==> src/rtl/picorv32_mem_ctrl_pkg.sv <==
// Shared types and helpers for the picorv32 native-memory controller.
package picorv32_mem_pkg;

    localparam int DEF_DW = 32;
    localparam int DEF_AW = 32;

    typedef enum logic [1:0] {IDLE, READ, WRITE, PFETCH} state_e;
    typedef enum logic [1:0] {SZ_B, SZ_H, SZ_W, SZ_D} size_e;

    // Byte-enable pattern of an access of the given size, before lane shifting.
    function automatic logic [7:0] size_mask(size_e s);
        case (s)
            SZ_B:    return 8'h01;
            SZ_H:    return 8'h03;
            SZ_W:    return 8'h0F;
            default: return 8'hFF;
        endcase
    endfunction

endpackage

==> src/rtl/picorv32_mem_ctrl_if.sv <==
// Native valid/ready memory bus between the controller (master) and memory (slave).
interface picorv32_mem_ctrl_if #(
    parameter int DW = 32,
    parameter int AW = 32
);
    logic              mem_valid;
    logic              mem_ready;
    logic              mem_instr;
    logic [AW-1:0]     mem_addr;
    logic [DW-1:0]     mem_wdata;
    logic [DW/8-1:0]   mem_wstrb;
    logic [DW-1:0]     mem_rdata;

    modport master (
        output mem_valid, mem_instr, mem_addr, mem_wdata, mem_wstrb,
        input  mem_ready, mem_rdata
    );

    modport slave (
        input  mem_valid, mem_instr, mem_addr, mem_wdata, mem_wstrb,
        output mem_ready, mem_rdata
    );
endinterface

==> src/rtl/picorv32_mem_ctrl_align.sv <==
// Byte-lane alignment: store strobes, store-data replication, load extraction.
module picorv32_mem_align
    import picorv32_mem_pkg::*;
#(
    parameter int DW = 32
) (
    input  logic [$clog2(DW/8)-1:0] lane,
    input  logic [1:0]              size,
    input  logic [DW-1:0]           wdata_in,
    input  logic [DW-1:0]           rdata_in,
    output logic [DW/8-1:0]         wstrb,
    output logic [DW-1:0]           wdata,
    output logic [DW-1:0]           rdata
);
    localparam int SW = DW / 8;

    logic [7:0]    mask;
    logic [DW-1:0] shifted;
    logic [DW-1:0] bit_mask;

    // NOTE: every output and temporary gets a value on every path, so no latch is inferred.
    always_comb begin
        mask  = size_mask(size_e'(size));
        wstrb = SW'(mask << lane);
        case (size_e'(size))
            SZ_B:    wdata = {SW{wdata_in[7:0]}};
            SZ_H:    wdata = {(SW/2){wdata_in[15:0]}};
            SZ_W:    wdata = {(DW/32){wdata_in[31:0]}};
            default: wdata = wdata_in;
        endcase
        shifted  = rdata_in >> {lane, 3'b000};
        bit_mask = '0;
        for (int i = 0; i < SW; i++) begin
            bit_mask[8*i +: 8] = {8{mask[i]}};
        end
        rdata = shifted & bit_mask;
    end

endmodule

==> src/rtl/picorv32_mem_ctrl.sv <==
// Request/complete sequencer for the picorv32 memory bus; MEM_CTRL_PREFETCH_EN adds a
// single-entry sequential instruction prefetch buffer.
module picorv32_mem_ctrl
    import picorv32_mem_pkg::*;
#(
    parameter int DW = DEF_DW,
    parameter int AW = DEF_AW
) (
    input  logic                clk,
    input  logic                resetn,
    input  logic                trap,
    input  logic                req_rinst,
    input  logic                req_rdata,
    input  logic                req_wdata,
    input  logic [AW-1:0]       req_addr,
    input  logic [1:0]          req_size,
    input  logic [DW-1:0]       req_wdata_in,
    input  logic                clear_prefetch,
    picorv32_mem_ctrl_if.master mem,
    output logic                rsp_done,
    output logic [DW-1:0]       rsp_rdata,
    output logic                busy
);
    localparam int SW = DW / 8;
    localparam int LB = $clog2(SW);

    state_e        state;
    logic [LB-1:0] lane_q;
    logic [1:0]    size_q;
    logic [AW-1:0] req_base;
    logic [LB-1:0] al_lane;
    logic [1:0]    al_size;
    logic [DW-1:0] al_rdata_in;
    logic [SW-1:0] al_wstrb;
    logic [DW-1:0] al_wdata;
    logic [DW-1:0] al_rdata;

    assign req_base = {req_addr[AW-1:LB], {LB{1'b0}}};
    assign busy     = (state != IDLE);

`ifdef MEM_CTRL_PREFETCH_EN
    logic          pf_valid;
    logic          pf_discard;
    logic [AW-1:0] pf_addr;
    logic [DW-1:0] pf_data;
    logic          pf_hit;
    logic          any_req;

    assign pf_hit  = pf_valid && (pf_addr == req_base);
    assign any_req = req_rinst || req_rdata || req_wdata;
`else
    logic unused_clear_prefetch;
    assign unused_clear_prefetch = clear_prefetch;
`endif

    // In IDLE the aligner serves the incoming request; otherwise the captured transfer.
    always_comb begin
        al_lane     = (state == IDLE) ? req_addr[LB-1:0] : lane_q;
        al_size     = (state == IDLE) ? req_size : size_q;
        al_rdata_in = mem.mem_rdata;
`ifdef MEM_CTRL_PREFETCH_EN
        if (state == IDLE) al_rdata_in = pf_data;
`endif
    end

    picorv32_mem_align #(.DW(DW)) u_align (
        .lane     (al_lane),
        .size     (al_size),
        .wdata_in (req_wdata_in),
        .rdata_in (al_rdata_in),
        .wstrb    (al_wstrb),
        .wdata    (al_wdata),
        .rdata    (al_rdata)
    );

    // NOTE: sequential state uses non-blocking assignments only; later assignments override earlier defaults.
    always_ff @(posedge clk) begin
        if (!resetn) begin
            state         <= IDLE;
            mem.mem_valid <= 1'b0;
            mem.mem_instr <= 1'b0;
            mem.mem_addr  <= '0;
            mem.mem_wdata <= '0;
            mem.mem_wstrb <= '0;
            rsp_done      <= 1'b0;
            rsp_rdata     <= '0;
            lane_q        <= '0;
            size_q        <= '0;
`ifdef MEM_CTRL_PREFETCH_EN
            pf_valid      <= 1'b0;
            pf_discard    <= 1'b0;
            pf_addr       <= '0;
`endif
        end else begin
            rsp_done <= 1'b0;
            case (state)
                IDLE: begin
                    if (!trap && (req_rinst || req_rdata || req_wdata)) begin
                        lane_q        <= req_addr[LB-1:0];
                        size_q        <= req_size;
                        mem.mem_addr  <= req_base;
                        mem.mem_valid <= 1'b1;
                        if (req_rinst || req_rdata) begin
                            mem.mem_instr <= req_rinst;
                            mem.mem_wstrb <= '0;
                            state         <= READ;
                        end else begin
                            mem.mem_instr <= 1'b0;
                            mem.mem_wstrb <= al_wstrb;
                            mem.mem_wdata <= al_wdata;
                            state         <= WRITE;
                        end
`ifdef MEM_CTRL_PREFETCH_EN
                        if (req_rinst) begin
                            pf_valid <= 1'b0;
                            if (pf_hit) begin
                                mem.mem_valid <= 1'b0;
                                mem.mem_instr <= 1'b0;
                                rsp_done      <= 1'b1;
                                rsp_rdata     <= al_rdata;
                                state         <= IDLE;
                            end
                        end
`endif
                    end
                end
                READ: begin
                    if (mem.mem_ready) begin
                        mem.mem_valid <= 1'b0;
                        mem.mem_instr <= 1'b0;
                        rsp_done      <= 1'b1;
                        rsp_rdata     <= al_rdata;
                        state         <= IDLE;
`ifdef MEM_CTRL_PREFETCH_EN
                        if (mem.mem_instr && !trap && !any_req) begin
                            mem.mem_valid <= 1'b1;
                            mem.mem_instr <= 1'b1;
                            mem.mem_addr  <= mem.mem_addr + AW'(SW);
                            pf_discard    <= 1'b0;
                            state         <= PFETCH;
                        end
`endif
                    end
                end
                WRITE: begin
                    if (mem.mem_ready) begin
                        mem.mem_valid <= 1'b0;
                        mem.mem_wstrb <= '0;
                        rsp_done      <= 1'b1;
                        state         <= IDLE;
`ifdef MEM_CTRL_PREFETCH_EN
                        pf_valid      <= 1'b0;
`endif
                    end
                end
`ifdef MEM_CTRL_PREFETCH_EN
                PFETCH: begin
                    if (clear_prefetch || trap) pf_discard <= 1'b1;
                    if (mem.mem_ready) begin
                        mem.mem_valid <= 1'b0;
                        mem.mem_instr <= 1'b0;
                        pf_addr       <= mem.mem_addr;
                        pf_valid      <= !(pf_discard || clear_prefetch || trap);
                        state         <= IDLE;
                    end
                end
`endif
                default: state <= IDLE;
            endcase
`ifdef MEM_CTRL_PREFETCH_EN
            if (clear_prefetch || trap) pf_valid <= 1'b0;
`endif
        end
    end

`ifdef MEM_CTRL_PREFETCH_EN
    // NOTE: the buffer data register is qualified by pf_valid, so it carries no reset.
    always_ff @(posedge clk) begin
        if (state == PFETCH && mem.mem_ready) pf_data <= mem.mem_rdata;
    end
`endif

endmodule

==> src/flat_wrapper.sv <==
// flat-port wrapper written by rule: the top's interface ports become plain ports
module picorv32_mem_ctrl_flat import picorv32_mem_pkg::*;
#(
    parameter int DW = DEF_DW,
    parameter int AW = DEF_AW
)
  (clk, resetn, trap, req_rinst, req_rdata, req_wdata, req_addr, req_size, req_wdata_in, clear_prefetch, rsp_done, rsp_rdata, busy, mem_mem_valid, mem_mem_instr, mem_mem_addr, mem_mem_wdata, mem_mem_wstrb, mem_mem_ready, mem_mem_rdata);
  picorv32_mem_ctrl_if #(.DW(DW), .AW(AW)) mem_i ();
  input  logic clk;
  input  logic resetn;
  input  logic trap;
  input  logic req_rinst;
  input  logic req_rdata;
  input  logic req_wdata;
  input  logic [AW-1:0] req_addr;
  input  logic [1:0] req_size;
  input  logic [DW-1:0] req_wdata_in;
  input  logic clear_prefetch;
  output logic rsp_done;
  output logic [DW-1:0] rsp_rdata;
  output logic busy;
  output wire logic [$bits(mem_i.mem_valid)-1:0] mem_mem_valid;
  output wire logic [$bits(mem_i.mem_instr)-1:0] mem_mem_instr;
  output wire logic [$bits(mem_i.mem_addr)-1:0] mem_mem_addr;
  output wire logic [$bits(mem_i.mem_wdata)-1:0] mem_mem_wdata;
  output wire logic [$bits(mem_i.mem_wstrb)-1:0] mem_mem_wstrb;
  input wire logic [$bits(mem_i.mem_ready)-1:0] mem_mem_ready;
  input wire logic [$bits(mem_i.mem_rdata)-1:0] mem_mem_rdata;
  assign mem_mem_valid = mem_i.mem_valid;
  assign mem_mem_instr = mem_i.mem_instr;
  assign mem_mem_addr = mem_i.mem_addr;
  assign mem_mem_wdata = mem_i.mem_wdata;
  assign mem_mem_wstrb = mem_i.mem_wstrb;
  assign mem_i.mem_ready = mem_mem_ready;
  assign mem_i.mem_rdata = mem_mem_rdata;
  picorv32_mem_ctrl #(.DW(DW), .AW(AW)) u_core (.clk(clk), .resetn(resetn), .trap(trap), .req_rinst(req_rinst), .req_rdata(req_rdata), .req_wdata(req_wdata), .req_addr(req_addr), .req_size(req_size), .req_wdata_in(req_wdata_in), .clear_prefetch(clear_prefetch), .mem(mem_i), .rsp_done(rsp_done), .rsp_rdata(rsp_rdata), .busy(busy));
endmodule
==> config.mk <==
export PLATFORM = sky130hd
export DESIGN_NAME = picorv32_mem_ctrl_flat
export DESIGN_NICKNAME = d
export VERILOG_FILES = /design/src/rtl/picorv32_mem_ctrl_pkg.sv /design/src/rtl/picorv32_mem_ctrl_if.sv /design/src/rtl/picorv32_mem_ctrl_align.sv /design/src/rtl/picorv32_mem_ctrl.sv /design/src/flat_wrapper.sv
export SDC_FILE = /design/constraint.sdc
export NUM_CORES = 1
export LEC_CHECK = 0
export CORE_AREA = 2 2 108 110
export CTS_BUF_LIST = sky130_fd_sc_hd__clkbuf_8
export DETAILED_ROUTE_END_ITERATION = 6
export DIE_AREA = 0 0 110 112
export PLACE_DENSITY = 0.82
export SETUP_SLACK_MARGIN = 0.15
export SYNTH_ARGS = -nofsm -noshare
export SYNTH_HDL_FRONTEND = slang
export SYNTH_SLANG_ARGS = --single-unit
==> constraint.sdc <==
create_clock -name clk -period 2.5 [get_ports clk]
set_input_delay 0.5 -clock clk [delete_from_list [all_inputs] [get_ports clk]]
set_output_delay 0.5 -clock clk [all_outputs]
set_load 0.005 [all_outputs]
# After elaboration in Yosys (flattened, before gate mapping)
# Cells that the tools add are included.
[op_classes]
n_eq_ne = 8
n_shift = 2
muxes = 19
bitwise_logic = 2
n_reduce_logical = 19
[op_table]
columns = ["cell", "count"]
rows = [
  ["32-bit case mux with 2 select lines", 1],
  ["32-bit bitwise AND", 1],
  ["32-bit by 5-bit right shift with 32-bit output", 1],
  ["8-bit case mux with 3 select lines", 1],
  ["4-bit two-way mux", 3],
  ["3-bit AND reduction", 4],
  ["2-bit two-way mux", 5],
  ["4-bit case mux with 2 select lines", 1],
  ["2-bit AND reduction", 4],
  ["2-bit nonzero test", 4],
  ["8-bit by 2-bit left shift with 4-bit output", 1],
  ["2-bit != test (second input constant)", 3],
  ["1-bit two-way mux", 5],
  ["2-bit by 1-bit equality test with 1-bit output (second input constant)", 2],
  ["2-bit equality test (second input constant)", 2],
  ["2-bit zero test", 2],
  ["1-bit case mux with 2 select lines", 2],
  ["2-bit case mux with 2 select lines", 1],
  ["1-bit logical OR", 2],
  ["2-bit by 1-bit != test with 1-bit output (second input constant)", 1],
  ["2-bit OR reduction", 1],
  ["1-bit logical AND", 1],
  ["1-bit zero test", 1],
  ["1-bit inverter", 1],
]
[word_totals]
reg_bits = 107
out_inout_bits = 104
word_cells = 60

# Longest topological paths before layout
# Gate-level depths: netlist (run 1).
[logic_depth]
word_depth = 8
mapped_depth = 9
depth_no_buf = 6

# Modules after synthesis
# From an unflattened synthesis (run 1), not the netlist that was laid out.
[hier_totals]
hier_cells = 659
area_unflattened_um2 = 5602.9
[by_module_without_submodules]
columns = ["mod", "instances", "cells_per_inst", "area_per_inst_um2"]
rows = [
  ["picorv32_mem_ctrl", 1, 506, 4515.6],
  ["picorv32_mem_align", 1, 153, 1087.3],
]

# Worst setup path before layout (run 1)
# No wires, ideal clock.
[synth_timing]
path_type = "register to register"
startpoint = "register u_core.state[0]"
endpoint = "register u_core.mem.mem_wdata[29]"
setup_time_ns = 0.126
arrival_ns = 1.616
slack_ns = 0.758
path_stages_with_launch = 9
path_buffers = 2
path_cell_list = "dfxtp_1 -> inv_1 -> ha_1 -> nor3b_1 -> or2_1 -> buf_6 -> buf_6 -> a222oi_1 -> a21oi_1"
[synth_between]
elab_chain_cells = 4
word_cells_on_any_way = 6
classes_between = "eq/ne: 1; mux: 2; reduce/logical: 3"
[synth_rtl]
columns = ["item", "line_no", "source"]
rows = [
  ["start: declaration", "picorv32_mem_ctrl.sv:27", "state_e state;"],
  ["start signal: assignment", "picorv32_mem_ctrl.sv:79", "state <= IDLE;"],
  ["start signal: assignment", "picorv32_mem_ctrl.sv:106", "state <= READ;"],
  ["start signal: assignment", "picorv32_mem_ctrl.sv:111", "state <= WRITE;"],
  ["2-bit zero test (*)", "picorv32_mem_ctrl.sv:59, picorv32_mem_ctrl.sv:96", ""],
  ["2-bit two-way mux", "picorv32_mem_ctrl.sv:59", "al_size = (state == IDLE) ? req_size : size_q;"],
  ["2-bit by 1-bit equality test with 1-bit output or 2-bit zero test (tied branches)", "picorv32_mem_ctrl_align.sv:25", "case (size_e'(size))"],
  ["32-bit case mux with 2 select lines", "picorv32_mem_ctrl_align.sv:25", ""],
  ["end signal: assignment", "picorv32_mem_ctrl.sv:110", "mem.mem_wdata <= al_wdata;"],
  ["end: declaration", "picorv32_mem_ctrl_if.sv:15", "output mem_valid, mem_instr, mem_addr, mem_wdata, mem_wstrb,"],
]
# Mark *: on every way between the ends. The rest lies on a longest branch, timed or not.
# A chain may end at the register's enable or synchronous reset.

# Worst setup path after layout (run 1)
[layout_timing]
startpoint = "register u_core.state[0]"
endpoint = "output port busy"
[layout_between]
elab_chain_cells = 1
[layout_rtl]
columns = ["item", "line_no", "source"]
rows = [
  ["2-bit nonzero test", "picorv32_mem_ctrl.sv:39", "assign busy = (state != IDLE);"],
  ["end: declaration", "flat_wrapper.sv:21", "output logic busy;"],
]
# No other way between the ends.

==> results.tsv, run 1 <==
metric	value	unit
status	completed	
place_worst_setup_slack	0.158	ns
detail_route.iter0.violations	310	
skew	0.0101	ns
critPathBufInv	3	
synth_edf_count	0	
rows	39	
min_from	u_core.mem.mem_addr[26]	
final_nets	846	
r2r-start	u_core.state[0]	
seq_area	2140	sq um
max_slew_margin	46.6	%
power.switching	1010	uW
switching_share	27.1	%
multi_input_area	2450	sq um
grt_use_total	24.3	%
holdPathEnd	u_core.mem.mem_addr[26]	
ys_ff_latch	107	
crit_family	buffers and inverters	
maxCapViolCount	0	
layout.cells.most_common_list	clkdlybuf4s50_1, nand2_1, dfxtp_1	
crit_required	2.00	ns
synth_compound_area_share	23.1	%
fin_crit_sh	87.9	%
clockPowerShare	27.6	%
synth_area_leaders	dfxtp_1, nand2_1, mux2i_1	
yosysTopAreaCell	dfxtp_1	
peakVddDrop	289	uV
syn-cell-area	4810	sq um
final_antenna_net_count	0	
cts.path.max_buffers	2	
insertedDiodeCount	0	
hold_viol	0	
cts_sinks	107	
worst_r2r_path_depth	6	
fmax	455	MHz
p_leak	0.00275	uW
port_buffers	206	
syn_to_final_growth	49.2	%
wl	15400	microns
finalSetupViolCount	0	
postSynthCellCount	542	
fin_util	64.3	%
vias_per_cell	5.44	
vias	4804	
ys_seq_area_share	44.5	%
crit_path_frequent_cell	inv_1	
cts_tree	done	
start_kind	flip-flop	
grt_pass1_vias	4693	
crit_slowest_cell	clkdlybuf4s50_1	
antenna_found_initial	0	
wl_per_cell	17.4	microns
powerDensity	521	nW/um^2
r2r-end	u_core.mem.mem_wdata[25]	
grt_max_degree	57	
ys_async_sr_fraction	0	%
cts_buffers	9	
worstHoldPathCells	2	
path_cells	inv_1, ha_4, inv_1, clkdlybuf4s50_1	
clock_latency	0.36	ns
grt_overflow_total	0	
final_common_cell	clkdlybuf4s50_1	
p_comb_share	23.6	%
intPower	2730	uW
yosys_warnings	0	
synth_xor_area_share	0	%
io_pins	210	
yosys.area_share.simple	17.8	%
start_util	43.1	%
power_frac_seq	48.7	%
drc_errors	0	
yosys.area.top_type_share	44.5	%
regToRegSetupSlack	0.45	ns
critical_path_arrival	1.70	ns
firstDrtPassIters	7	
core	11200	sq um
die_w	110	microns
die_area	12300	sq um
slowest_delay	0.53	ns
tns	0	ns
maxSlewViolCount	0	
nFillCells	926	
end_kind	output port	
layout_setup_ws	0.303	ns
grt_pass1_wl	23400	microns
synth_top_family_by_area	compound AO/OA/AOI/OAI gates	
path_clk_slew	0.10	ns
synthAdderAreaFrac	0.780	%
finalCriticalPeriod	2.20	ns
cp_max_fo	14	
place.detailed.hpwl	11400	microns
path_class	reg2out	
synth.area.mux_share	8.81	%
rsz0062_at_grt	no	
tightest_slew	0.797	ns
die_y	112	microns
synth.distinct_cells	46	
gp_congestion	0.910	
synth.avg_cell_area	8.88	sq um
synthFlopType	dfxtp_1	
h-tree-depth	3	
hp-class	reg2reg	
drive_gt1_share	6.62	%
ctsRootBufferMaster	clkbuf_8	
==> metal layers <==
layer	routed length, microns	GRT usage, %
met1	6200	29.5
met2	7500	40.9
met3	1310	6.62
met5	0	0
met4	378	8.35
==> flip-flops by register name, indices dropped and copies added (netlist names) <==
| name | cells |
|---|---|
| u_core.lane_q | 2 |
| u_core.mem.mem_addr | 30 |
| u_core.mem.mem_instr | 1 |
| u_core.mem.mem_valid | 1 |
| u_core.mem.mem_wdata | 32 |
| u_core.mem.mem_wstrb | 4 |
| u_core.rsp_done | 1 |
| u_core.rsp_rdata | 32 |
| u_core.size_q | 2 |
| u_core.state | 2 |
==> layout make-up <==
cell class	count	area share, %
Multi-Input combinational cell	394	34.2
Timing Repair Buffer	222	30.8
Sequential cell	107	29.8
Tap cell	143	2.49
Clock buffer	10	1.92
Clock inverter	4	0.610
Inverter	3	0.157
==> what timing repair did <==
item                                    4_1_cts  5_1_grt
endpoints found under the setup margin        2        1
buffers inserted                              0        0
endpoints found under the hold margin         0        0
hold buffers                                  0        0
pin swaps                                     0        0
resized for setup                             1        1
==> how the worst max path moves through the flow <==
stage	slack (ns)	cells after the start	startpoint	to
floorplan	0.76	8	u_core.state[0]	u_core.mem.mem_wdata[29]
global placement	0.28	6	u_core.state[0]	u_core.mem.mem_wdata[25]
detailed placement	0.16	6	u_core.state[0]	u_core.mem.mem_wdata[25]
CTS	0.18	4	u_core.state[0]	busy
global route	0.18	4	u_core.state[0]	busy
finish	0.30	4	u_core.state[0]	busy
==> cells in the mapped netlist (3+ instances only) <==
cell	n
mux2_2	10
nand2_1	129
a21boi_1	17
buf_4	5
a21oi_1	9
a21boi_0	32
a22oi_1	8
mux2i_1	26
o211a_1	8
nand3_1	18
a32o_1	8
o21ai_1	11
o21ai_0	33
nor2b_1	10
buf_2	11
dfxtp_1	107
and2_1	9
a31oi_1	8
ha_1	3
a222oi_1	8
nor3_1	4
o2bb2ai_1	8
clkbuf_1	17
nand2b_1	3
nor3b_1	3
buf_6	6
nor2_1	5
inv_1	3
==> worst register-to-register path, stage by stage (launching register included) <==
cell      delay (ns)
dfxtp_1         0.34
inv_1           0.12
ha_4            0.28
buf_4           0.17
mux2_2          0.47
a222oi_1        0.43
a21oi_1         0.13
==> power by group through the flow <==
| stage | registers [uW] | logic [uW] | clock network [uW] |
|---|---|---|---|
| 6_report | 1820 | 884 | 1030 |
| 5_1_grt | 1830 | 955 | 1130 |
| 4_1_cts | 1820 | 879 | 1060 |
| 3_5_place_dp | 1860 | 873 | 0 |
| 3_3_place_gp | 1860 | 848 | 0 |
| 2_1_floorplan | 1860 | 429 | 0 |
==> stage by stage <==
step	cell area [sq um]	std cells	total power, uW	hold WS [ns]
detailed placement	6990	869	2740	0.449
CTS	7170	883	3760	0.460
finish	7180	883	3740	0.460
floorplan	4820	543	2290	0.451
global placement	6990	869	2710	0.441
global route	7180	883	3920	0.481
==> cells by family (layout without fill, tap and decap cells) <==
kind of cell	count (synthesis)	in the layout
simple gates	193	193
compound gates	157	157
flops	107	107
buf+inv	42	239
mux	39	39
fa+ha+maj	3	3
other cells	1	2
No activity file was read; power rests on OpenSTA's default activity.
==> run 2, diff against run 1 <==
CAP_MARGIN = 25   (was unset)
==> results of run 2 <==
The final DEF is identical to that of run 1; final timing and power are the same.
